$ cat config.mk
export PLATFORM = sky130hd
export DESIGN_NAME = mem_access_unit
export DESIGN_NICKNAME = d
export VERILOG_FILES = /design/src/rtl/mips_mem_pkg.sv /design/src/rtl/mem_lane_align.sv /design/src/rtl/mem_access_unit.sv
export SDC_FILE = /design/constraint.sdc
export NUM_CORES = 1
export LEC_CHECK = 0
export CORE_ASPECT_RATIO = 1.5
export CORE_MARGIN = 8
export CORE_UTILIZATION = 32
export DETAILED_ROUTE_END_ITERATION = 12
export HOLD_SLACK_MARGIN = 0.06
export PLACE_DENSITY = 0.67
export SLEW_MARGIN = 20
export SYNTH_ARGS = -nofsm -noshare
export SYNTH_HDL_FRONTEND = slang
export SYNTH_SLANG_ARGS = --single-unit
$ cat constraint.sdc
create_clock -name clk -period 6.45 [get_ports clk]
set_clock_uncertainty 0.2 [all_clocks]
set_input_delay 1.29 -clock clk [delete_from_list [all_inputs] [get_ports clk]]
set_output_delay 1.29 -clock clk [all_outputs]
set_load 0.02 [all_outputs]
$ cat src/rtl/mips_mem_pkg.sv
// Shared definitions for the data-memory access path: op codes, controller
// states and the data segment base address.
package mips_mem_pkg;

  typedef enum logic [2:0] {
    OP_LB  = 3'd0,
    OP_LH  = 3'd1,
    OP_LW  = 3'd2,
    OP_LBU = 3'd3,
    OP_LHU = 3'd4,
    OP_SB  = 3'd5,
    OP_SH  = 3'd6,
    OP_SW  = 3'd7
  } mem_op_e;

  typedef enum logic [1:0] {
    IDLE    = 2'd0,
    RD_WAIT = 2'd1,
    WR      = 2'd2,
    RESP    = 2'd3
  } mau_state_e;

  localparam logic [31:0] DATA_BASE = 32'h1000_0000;

  function automatic logic is_store(input mem_op_e op);
    return (op == OP_SB) || (op == OP_SH) || (op == OP_SW);
  endfunction

endpackage

$ cat src/rtl/mem_lane_align.sv
// Little-endian lane handling: extracts and extends load data, and merges a
// byte/half store into the word read back from memory.
module mem_lane_align
  import mips_mem_pkg::*;
(
  input  mem_op_e     op,
  input  logic [1:0]  addr_lo,
  input  logic [31:0] rdata,
  input  logic [31:0] wdata,
  output logic [31:0] load_data,
  output logic [31:0] store_word
);

  logic        [7:0]  byte_sel;
  logic signed [15:0] half_sel;

  always_comb begin
    byte_sel  = rdata[{addr_lo, 3'b000} +: 8];
    half_sel  = addr_lo[1] ? rdata[31:16] : rdata[15:0];
    load_data = rdata;
    unique case (op)
      OP_LB:   load_data = {{24{byte_sel[7]}}, byte_sel};
      OP_LBU:  load_data = {24'h0, byte_sel};
      OP_LH:   load_data = 32'(half_sel);
      OP_LHU:  load_data = {16'h0, half_sel};
      default: load_data = rdata;
    endcase

    store_word = wdata;
    if (op == OP_SB) begin
      store_word = rdata;
      store_word[{addr_lo, 3'b000} +: 8] = wdata[7:0];
    end else if (op == OP_SH) begin
      store_word = rdata;
      if (addr_lo[1]) store_word[31:16] = wdata[15:0];
      else            store_word[15:0]  = wdata[15:0];
    end
  end

endmodule

$ cat src/rtl/mem_access_unit.sv
// Load/store controller in front of a word-only DMEM: range/alignment checks,
// sub-word loads with extension, and read-modify-write for SB/SH.
module mem_access_unit
  import mips_mem_pkg::*;
#(
  parameter int          READ_WAIT = 2,
  parameter logic [31:0] BASE_ADDR = DATA_BASE,
  parameter int          NUM_WORDS = 32
) (
  input  logic        clk,
  input  logic        reset,
  input  logic        req_valid,
  output logic        req_ready,
  input  logic [2:0]  req_op,
  input  logic [31:0] req_addr,
  input  logic [31:0] req_wdata,
  output logic        resp_valid,
  output logic [31:0] resp_data,
  output logic        resp_fault,
  output logic [31:0] dmem_address,
  output logic        dmem_read,
  output logic        dmem_write,
  output logic [31:0] dmem_wdata,
  input  logic [31:0] dmem_rdata
);

  localparam logic [31:0] LAST_BYTE = BASE_ADDR + 32'(4 * NUM_WORDS) - 32'd1;
  localparam int          CNT_W     = (READ_WAIT > 1) ? $clog2(READ_WAIT) : 1;

  mau_state_e       state, state_nxt;
  mem_op_e          op_q;
  logic [1:0]       lane_q;
  logic [31:0]      wdata_q;
  logic [CNT_W-1:0] wait_cnt;
  logic             accept, fault_acc, wait_done;
  logic [31:0]      load_val, store_word;

  function automatic logic access_fault(input mem_op_e op, input logic [31:0] addr);
    logic range_bad, align_bad;
    range_bad = addr[31] || (addr < BASE_ADDR) || (addr > LAST_BYTE);
    case (op)
      OP_LH, OP_LHU, OP_SH: align_bad = addr[0];
      OP_LW, OP_SW:         align_bad = |addr[1:0];
      default:              align_bad = 1'b0;
    endcase
    return range_bad || align_bad;
  endfunction

  assign accept     = req_valid && (state == IDLE);
  assign fault_acc  = access_fault(mem_op_e'(req_op), req_addr);
  assign wait_done  = (wait_cnt == CNT_W'(READ_WAIT - 1));

  // Handshake and DMEM strobes decode straight from the state register so
  // that an asynchronous reset removes them immediately.
  assign req_ready  = (state == IDLE);
  assign dmem_read  = (state == RD_WAIT);
  assign dmem_write = (state == WR);
  assign resp_valid = (state == RESP);

  mem_lane_align u_align (
    .op         (op_q),
    .addr_lo    (lane_q),
    .rdata      (dmem_rdata),
    .wdata      (wdata_q),
    .load_data  (load_val),
    .store_word (store_word)
  );

  always_comb begin
    state_nxt = state;
    unique case (state)
      IDLE: begin
        if (accept) begin
          if (fault_acc)                       state_nxt = RESP;
          else if (mem_op_e'(req_op) == OP_SW) state_nxt = WR;
          else                                 state_nxt = RD_WAIT;
        end
      end
      RD_WAIT: if (wait_done) state_nxt = is_store(op_q) ? WR : RESP;
      WR:      state_nxt = RESP;
      RESP:    state_nxt = IDLE;
      default: state_nxt = IDLE;
    endcase
  end

  // Request capture: only meaningful while a request is in flight.
  always_ff @(posedge clk) begin
    if (accept) begin
      op_q    <= mem_op_e'(req_op);
      lane_q  <= req_addr[1:0];
      wdata_q <= req_wdata;
    end
  end

  always_ff @(posedge clk or posedge reset) begin
    if (reset) begin
      state        <= IDLE;
      wait_cnt     <= '0;
      dmem_address <= '0;
      dmem_wdata   <= '0;
      resp_data    <= '0;
      resp_fault   <= 1'b0;
    end else begin
      state <= state_nxt;
      unique case (state)
        IDLE: begin
          if (accept) begin
            wait_cnt <= '0;
            if (fault_acc) begin
              resp_fault <= 1'b1;
              resp_data  <= '0;
            end else begin
              dmem_address <= {req_addr[31:2], 2'b00};
              dmem_wdata   <= req_wdata;
            end
          end
        end
        RD_WAIT: begin
          if (wait_done) begin
            if (is_store(op_q)) begin
              dmem_wdata <= store_word;
            end else begin
              resp_data  <= load_val;
              resp_fault <= 1'b0;
            end
          end else begin
            wait_cnt <= wait_cnt + 1'b1;
          end
        end
        WR: begin
          resp_data  <= '0;
          resp_fault <= 1'b0;
        end
        default: ;
      endcase
    end
  end

endmodule

== Yosys cells after proc, flatten, opt, wreduce, memory -nomap -nowiden ==
Cells that the tools add are included.

* Bits in registers: 135
* Bits of input ports: 102
* Output and inout port bits: 101
* Word-level logic and storage cells: 87

* Add/sub/neg operators: 2
* Order comparisons: 2
* Eq/ne operators: 20
* Shift-type cells: 3
* Mux-type cells: 32
* Bitwise gates (word level): 1
* Reductions and logical operators: 18

{| class="wikitable"
|+ Operators by type and width
! operator !! count
|-
| 32-bit 2-to-1 mux || 10
|-
| 32-bit one-hot mux with 4 select lines || 1
|-
| 32-bit one-hot mux with 3 select lines || 1
|-
| 32-bit one-hot mux with 2 select lines || 1
|-
| 16-bit 2-to-1 mux || 3
|-
| 32-bit bitwise mux || 1
|-
| 32-bit by 29-bit greater-than comparator with 1-bit output (second input constant) || 1
|-
| 32-bit by 29-bit < comparator with 1-bit output (second input constant) || 1
|-
| 8-bit by 7-bit variable shift with 32-bit output (first input constant) || 1
|-
| 32-bit by 6-bit indexed part select with 8-bit output || 1
|-
| 8-bit by 7-bit indexed part select with 32-bit output || 1
|-
| 3-bit equality test (second input constant) || 7
|-
| 5-bit AND reduction || 2
|-
| 2-bit 2-to-1 mux || 4
|-
| 2-bit by 1-bit != test with 1-bit output (second input constant) || 4
|-
| 2-bit one-hot mux with 4 select lines || 1
|-
| 1-bit 2-to-1 mux || 7
|-
| 5-bit negation with 7-bit output || 1
|-
| 3-bit by 1-bit equality test with 1-bit output (second input constant) || 2
|-
| 3-bit by 2-bit equality test with 1-bit output (second input constant) || 2
|-
| 1-bit logical OR || 5
|-
| 2-bit equality test (second input constant) || 2
|-
| 2-bit != test (second input constant) || 2
|-
| 1-bit one-hot mux with 2 select lines || 2
|-
| 13 further kinds || 15
|}

== Longest topological paths before layout ==
* Depth after elaboration: 7
* Mapped depth: 9
* Mapped depth without buffers: 7

== Modules after synthesis ==
From an unflattened synthesis, not the netlist that was laid out.

* Cells, all modules: 676
* Area, all modules: 7,487.2 um^2

{| class="wikitable"
|+ Modules (own cells, without submodules)
! module !! times used !! cells an instance !! area each (um^2) !! seq. area each (um^2)
|-
| mem_access_unit || 1 || 398 || 5,672.9 || 3,563.4
|-
| mem_lane_align || 1 || 278 || 1,814.2 || 0.0
|}

== Worst setup path after synthesis ==
Ideal clock, no wire load.

* Path kind: input-to-reg
* Start: in req_addr[26]
* End: reg dmem_address[4]
* Library setup time: 0.125 ns
* Arrival: 2.716 ns
* Required time: 6.125 ns
* Setup slack: 3.409 ns
* Stages: 5
* Buffers on the path: 1
* Path through: nor4_1 -> nand3_1 -> nor4_1 -> buf_2 -> mux2_2

* Cells in the longest elaborated chain, start to end: 6
* Elaborated cells between the ends (all ways): 7
* Those cells by class: 2 x order compare; 1 x bitwise; 4 x reduce/logical

{| class="wikitable"
|+ Ends and longest elaborated chain
! what !! line !! text
|-
| from (decl) || mem_access_unit.sv:15 || <nowiki>input logic [31:0] req_addr,</nowiki>
|-
| 32-bit by 29-bit < comparator with 1-bit output || mem_access_unit.sv:40 || <nowiki>range_bad = addr[31] || (addr < BASE_ADDR) || (addr > LAST_BYTE);</nowiki>
|-
| 1-bit logical OR || mem_access_unit.sv:40 ||
|-
| 1-bit logical OR (*) || mem_access_unit.sv:40 ||
|-
| 1-bit logical OR (*) || mem_access_unit.sv:46 || <nowiki>return range_bad || align_bad;</nowiki>
|-
| 1-bit NOT (no line) (*) || -- ||
|-
| 3-bit AND reduction (no line) (*) || -- ||
|-
| to (signal assigned) || mem_access_unit.sv:113 || <nowiki>dmem_address <= {req_addr[31:2], 2'b00};</nowiki>
|-
| to (decl) || mem_access_unit.sv:20 || <nowiki>output logic [31:0] dmem_address,</nowiki>
|}

Every way passes the cells marked *; elsewhere a longest branch is shown, timed or not.
A chain may end at the register's enable or synchronous reset.

== Final worst setup path ==
* Start: in req_addr[12]
* End: reg resp_fault

* Cells in the longest elaborated chain, start to end: 6
* Elaborated cells between the ends (all ways): 7
* Those cells by class: 2 x order compare; 1 x eq/ne; 4 x reduce/logical

{| class="wikitable"
|+ Ends and longest elaborated chain
! what !! line !! text
|-
| 32-bit by 29-bit < comparator with 1-bit output || mem_access_unit.sv:40 ||
|-
| 1-bit logical OR || mem_access_unit.sv:40 ||
|-
| 1-bit logical OR (*) || mem_access_unit.sv:40 ||
|-
| 1-bit logical OR (*) || mem_access_unit.sv:46 ||
|-
| 2-bit by 1-bit != test with 1-bit output (no line) (*) || -- ||
|-
| 5-bit AND reduction (no line) (*) || -- ||
|-
| to (signal assigned) || mem_access_unit.sv:102 || <nowiki>resp_fault <= 1'b0;</nowiki>
|-
| to (signal assigned) || mem_access_unit.sv:110 || <nowiki>resp_fault <= 1'b1;</nowiki>
|-
| to (signal assigned) || mem_access_unit.sv:124 || <nowiki>resp_fault <= 1'b0;</nowiki>
|-
| to (decl) || mem_access_unit.sv:19 || <nowiki>output logic resp_fault,</nowiki>
|}

Marks and branches as above.

==> impl_metrics.prom <==
# TYPE chip_impl_metric gauge
chip_impl_info{name="outcome",value="completed"} 1
chip_impl_metric{name="number_of_buffers_created_by_cts",unit=""} 17
chip_impl_metric{name="drt-wirelength-per-cell",unit="um"} 22.7
chip_impl_metric{name="synthToLayoutAreaGrowth",unit="%"} 42.2
chip_impl_info{name="ys_top_cells_by_area",value="dfrtp_1 36%, edfxtp_1 16%, mux2i_1 5.1%, mux2_2 4.8%, nor2_1 3.8%"} 1
chip_impl_metric{name="worst-endpoint-arrival",unit="ns"} 3.83
chip_impl_metric{name="detailed_place.area",unit="sq um"} 9060
chip_impl_metric{name="timing.setup.tns",unit="ns"} 0
chip_impl_info{name="worstHoldPathType",value="flop to flop"} 1
chip_impl_metric{name="worst_endpoint_required_time",unit="ns"} 6.60
chip_impl_metric{name="detailroute.via_count",unit=""} 5872
chip_impl_metric{name="design.portCount",unit=""} 203
chip_impl_metric{name="synth_cell_types",unit=""} 62
chip_impl_metric{name="post_synth.cell_area_avg",unit="sq um"} 11.4
chip_impl_metric{name="ctsLongestPathBuffers",unit=""} 2
chip_impl_metric{name="cts-resized-gates",unit=""} 0
chip_impl_info{name="rsz0062_at_grt",value="no"} 1
chip_impl_metric{name="grt_antenna_before_repair",unit=""} 2
chip_impl_info{name="synthTopCellsByCount",value="98 x dfrtp_1, 70 x nor2_1, 37 x edfxtp_1, 35 x mux2i_1"} 1
chip_impl_metric{name="ys_seq_elements",unit=""} 135
chip_impl_metric{name="finalCriticalPeriod",unit="ns"} 3.68
chip_impl_info{name="synthFlopType",value="dfrtp_1"} 1
chip_impl_metric{name="worst_skew_pair.late_latency",unit="ns"} 0.43
chip_impl_metric{name="report.final.setup_viol",unit=""} 0
chip_impl_metric{name="p_leak",unit="nW"} 3.96
chip_impl_metric{name="ctsHtreeMaxLevel",unit=""} 4
chip_impl_info{name="cts_tree",value="done"} 1
chip_impl_metric{name="post_cts_buffers",unit=""} 0
chip_impl_metric{name="total_number_of_nets_in_the_final_design",unit=""} 897
chip_impl_metric{name="clock.fmax",unit="GHz"} 0.272
chip_impl_info{name="synthDominantAreaCellType",value="dfrtp_1"} 1
chip_impl_metric{name="total_global_routing_overflow",unit=""} 0
chip_impl_info{name="synth.most_common_cell",value="dfrtp_1"} 1
chip_impl_metric{name="seq_area",unit="sq um"} 3560
chip_impl_info{name="launch_point_of_the_critical_path",value="req_addr[12]"} 1
chip_impl_metric{name="clock-sinks",unit=""} 135
chip_impl_metric{name="post_layout_nonfiller_instances",unit=""} 1069
chip_impl_metric{name="multiInputGateArea",unit="sq um"} 3000
chip_impl_metric{name="cts-hold-fix-buffers",unit=""} 0
chip_impl_info{name="hold_path_startpoint",value="dmem_address[28]"} 1
chip_impl_metric{name="track_usage",unit="%"} 18.3
chip_impl_metric{name="fillerInstances",unit=""} 2011
chip_impl_info{name="cp-start-kind",value="primary input"} 1
chip_impl_metric{name="port_buffers",unit=""} 200
chip_impl_metric{name="place_ws",unit="ns"} 2.24
chip_impl_metric{name="die_w",unit="um"} 135
chip_impl_metric{name="final_min_period_over_clock_period",unit="%"} 57.1
chip_impl_metric{name="final_layout_size_suffix_gt1_share",unit="%"} 11.4
chip_impl_metric{name="synth_warnings",unit=""} 0
chip_impl_metric{name="drv_cap",unit=""} 0
chip_impl_metric{name="timing_hold_violations_final",unit=""} 0
chip_impl_metric{name="drt_pre_antenna_iters",unit=""} 7
chip_impl_info{name="crit_path_top_delay_cell",value="o211ai_2"} 1
chip_impl_metric{name="vias_per_cell",unit=""} 5.49
chip_impl_metric{name="floorplan.die.height",unit="um"} 195
chip_impl_metric{name="synth_sequential_area_ratio",unit="%"} 52.2
chip_impl_metric{name="final_core_util",unit="%"} 46.3
chip_impl_metric{name="detailedRoute.firstIterationViolations",unit=""} 589
chip_impl_metric{name="routed_wl",unit="um"} 24300
chip_impl_metric{name="asyncSetResetFlopFracSynth",unit="%"} 72.6
chip_impl_metric{name="via_count_of_the_first_global_routing_pass",unit=""} 6088
chip_impl_metric{name="tightestPinTransition",unit="ns"} 0.993
chip_impl_metric{name="cp_slowest_stage_delay",unit="ns"} 0.66
chip_impl_info{name="cp-end-kind",value="flop"} 1
chip_impl_metric{name="clk_pin_slew",unit="ns"} 0.06
chip_impl_info{name="critPathKind",value="primary input to flop"} 1
chip_impl_metric{name="netlist_area",unit="sq um"} 6830
chip_impl_metric{name="finalMaxSlewViolations",unit=""} 0
chip_impl_metric{name="floorplan.initialDensity",unit="%"} 32.6
chip_impl_info{name="cts_root_buf",value="clkbuf_16"} 1
chip_impl_metric{name="wire_length_of_the_first_global_routing_pass",unit="um"} 36700
chip_impl_info{name="crit-reg2reg-launch",value="state[1]"} 1
chip_impl_metric{name="dpl.hpwl",unit="um"} 18200
chip_impl_metric{name="grt_start_max_net_pins",unit=""} 61
chip_impl_metric{name="timing.slew.headroom",unit="%"} 33.2
chip_impl_metric{name="fin_ws",unit="ns"} 2.77
chip_impl_metric{name="placeableCoreArea",unit="sq um"} 21000
chip_impl_metric{name="timing.critical_path.fanout_max",unit=""} 18
chip_impl_metric{name="p_per_area",unit="nW/um^2"} 406
chip_impl_metric{name="post-route-drc-count",unit=""} 0
chip_impl_metric{name="synthDominantCellAreaShare",unit="%"} 35.9
chip_impl_metric{name="die-area",unit="sq um"} 26400
chip_impl_metric{name="final_design_area_no_fill",unit="sq um"} 9710
chip_impl_metric{name="ir_worst_vdd",unit="mV"} 0.181
chip_impl_metric{name="post_synth_inst_count",unit=""} 598
chip_impl_metric{name="ant_nets",unit=""} 0
chip_impl_metric{name="synth_edf_count",unit=""} 37
chip_impl_metric{name="rows",unit=""} 65
chip_impl_metric{name="placedCellCount",unit=""} 1034
chip_impl_info{name="worstPathCellList",value="clkdlybuf4s50_1 -> nor4_1 -> nand4_1 -> a311o_1 -> o211ai_2 -> buf_4 -> mux2i_1"} 1
chip_impl_metric{name="place_congestion",unit=""} 0.913
## cell type report
| class | count | area share [%] |
|---|---|---|
| Multi-Input combinational cell | 400 | 30.9 |
| Antenna cell | 2 | 0.0515 |
| Inverter | 22 | 0.876 |
| Clock inverter | 15 | 2.09 |
| Clock buffer | 17 | 4.38 |
| Sequential cell | 135 | 36.7 |
| Tap cell | 268 | 3.45 |
| Timing Repair Buffer | 210 | 21.5 |
## placed cells by master, fill, tap and decap left out, types with 4 or more instances in the layout
cell | synthesis | final
o221a_2 | 7 | 7
a22o_1 | 15 | 15
clkinvlp_4 | 0 | 5
o2bb2ai_1 | 16 | 16
ha_1 | 9 | 9
a221oi_1 | 24 | 24
buf_4 | 4 | 8
nor3_1 | 5 | 5
bufinv_16 | 0 | 4
clkdlybuf4s50_1 | 0 | 200
dfrtp_1 | 98 | 98
nor2b_1 | 29 | 28
o21ai_0 | 14 | 14
mux2i_1 | 35 | 35
mux2_2 | 29 | 29
a21oi_1 | 22 | 22
clkbuf_16 | 0 | 17
nor4_1 | 7 | 6
o22a_1 | 7 | 7
nor2_1 | 70 | 70
nand2_1 | 9 | 9
a211oi_1 | 25 | 25
inv_1 | 19 | 18
a222oi_1 | 8 | 8
edfxtp_1 | 37 | 37
o2111ai_1 | 16 | 16
nand2b_1 | 4 | 4
nand3_1 | 5 | 5
## stage by stage
stage               power, W  hold WS, ns
global placement     0.00290        0.261
finish               0.00395        0.263
CTS                  0.00397        0.270
detailed placement   0.00292        0.255
global route         0.00413        0.306
floorplan            0.00220        0.308
## report_power, final
part	internal [W]	switching [W]
Combinational	0.000748	0.000905
Sequential	0.00111	0.000139
Clock	0.000648	0.000397
Total	0.00251	0.00144
## flip-flops by register name, summed over array words and instances (netlist names)
name          count
lane_q            2
wdata_q          32
dmem_address     30
dmem_wdata       32
resp_fault        1
wait_cnt          1
op_q              3
state             2
resp_data        32
## per-layer routing
metal	up-vias	share of wire [%]	track usage, %
met1	2906	37	19.9
met5	-	0	0
met4	0	3.1	8.01
met2	238	53	32.2
met3	50	6.8	5.21
li1	2678	-	-
## path summary, 6_finish.rpt
| check | to | slack (ns) | depth (start not counted) |
|---|---|---|---|
| max | resp_fault | 2.77 | 7 |
| min | dmem_address[28] | 0.26 | 1 |
| max reg2reg | resp_data[21] | 2.88 | 9 |
| min reg2reg | dmem_address[28] | 0.26 | 1 |
| max in group asynchronous | dmem_address[29] | 3.87 | 3 |
| min in group asynchronous | dmem_wdata[5] | 1.18 | 2 |
## cell families after synthesis
| family | count (synthesis) | share of synthesized area (%) |
|---|---|---|
| adders and majority gates | 9 | 1.65 |
| buffers and inverters | 64 | 4.21 |
| DFF | 135 | 52.2 |
| other | 1 | 0.0549 |
| xor gates and xnor gates | 1 | 0.128 |
| muxes | 68 | 10.7 |
| AOI/OAI and AO/OA | 175 | 20.5 |
| and+or+nand+nor | 145 | 10.6 |
## critical path, delay by kind of cell
family | cells | cell delay (ns)
compound gates | 2 | 1.05
mux | 1 | 0.21
buf+inv | 2 | 0.79
simple gates | 2 | 0.48
Note: power is estimated with default switching activity, not from simulation.
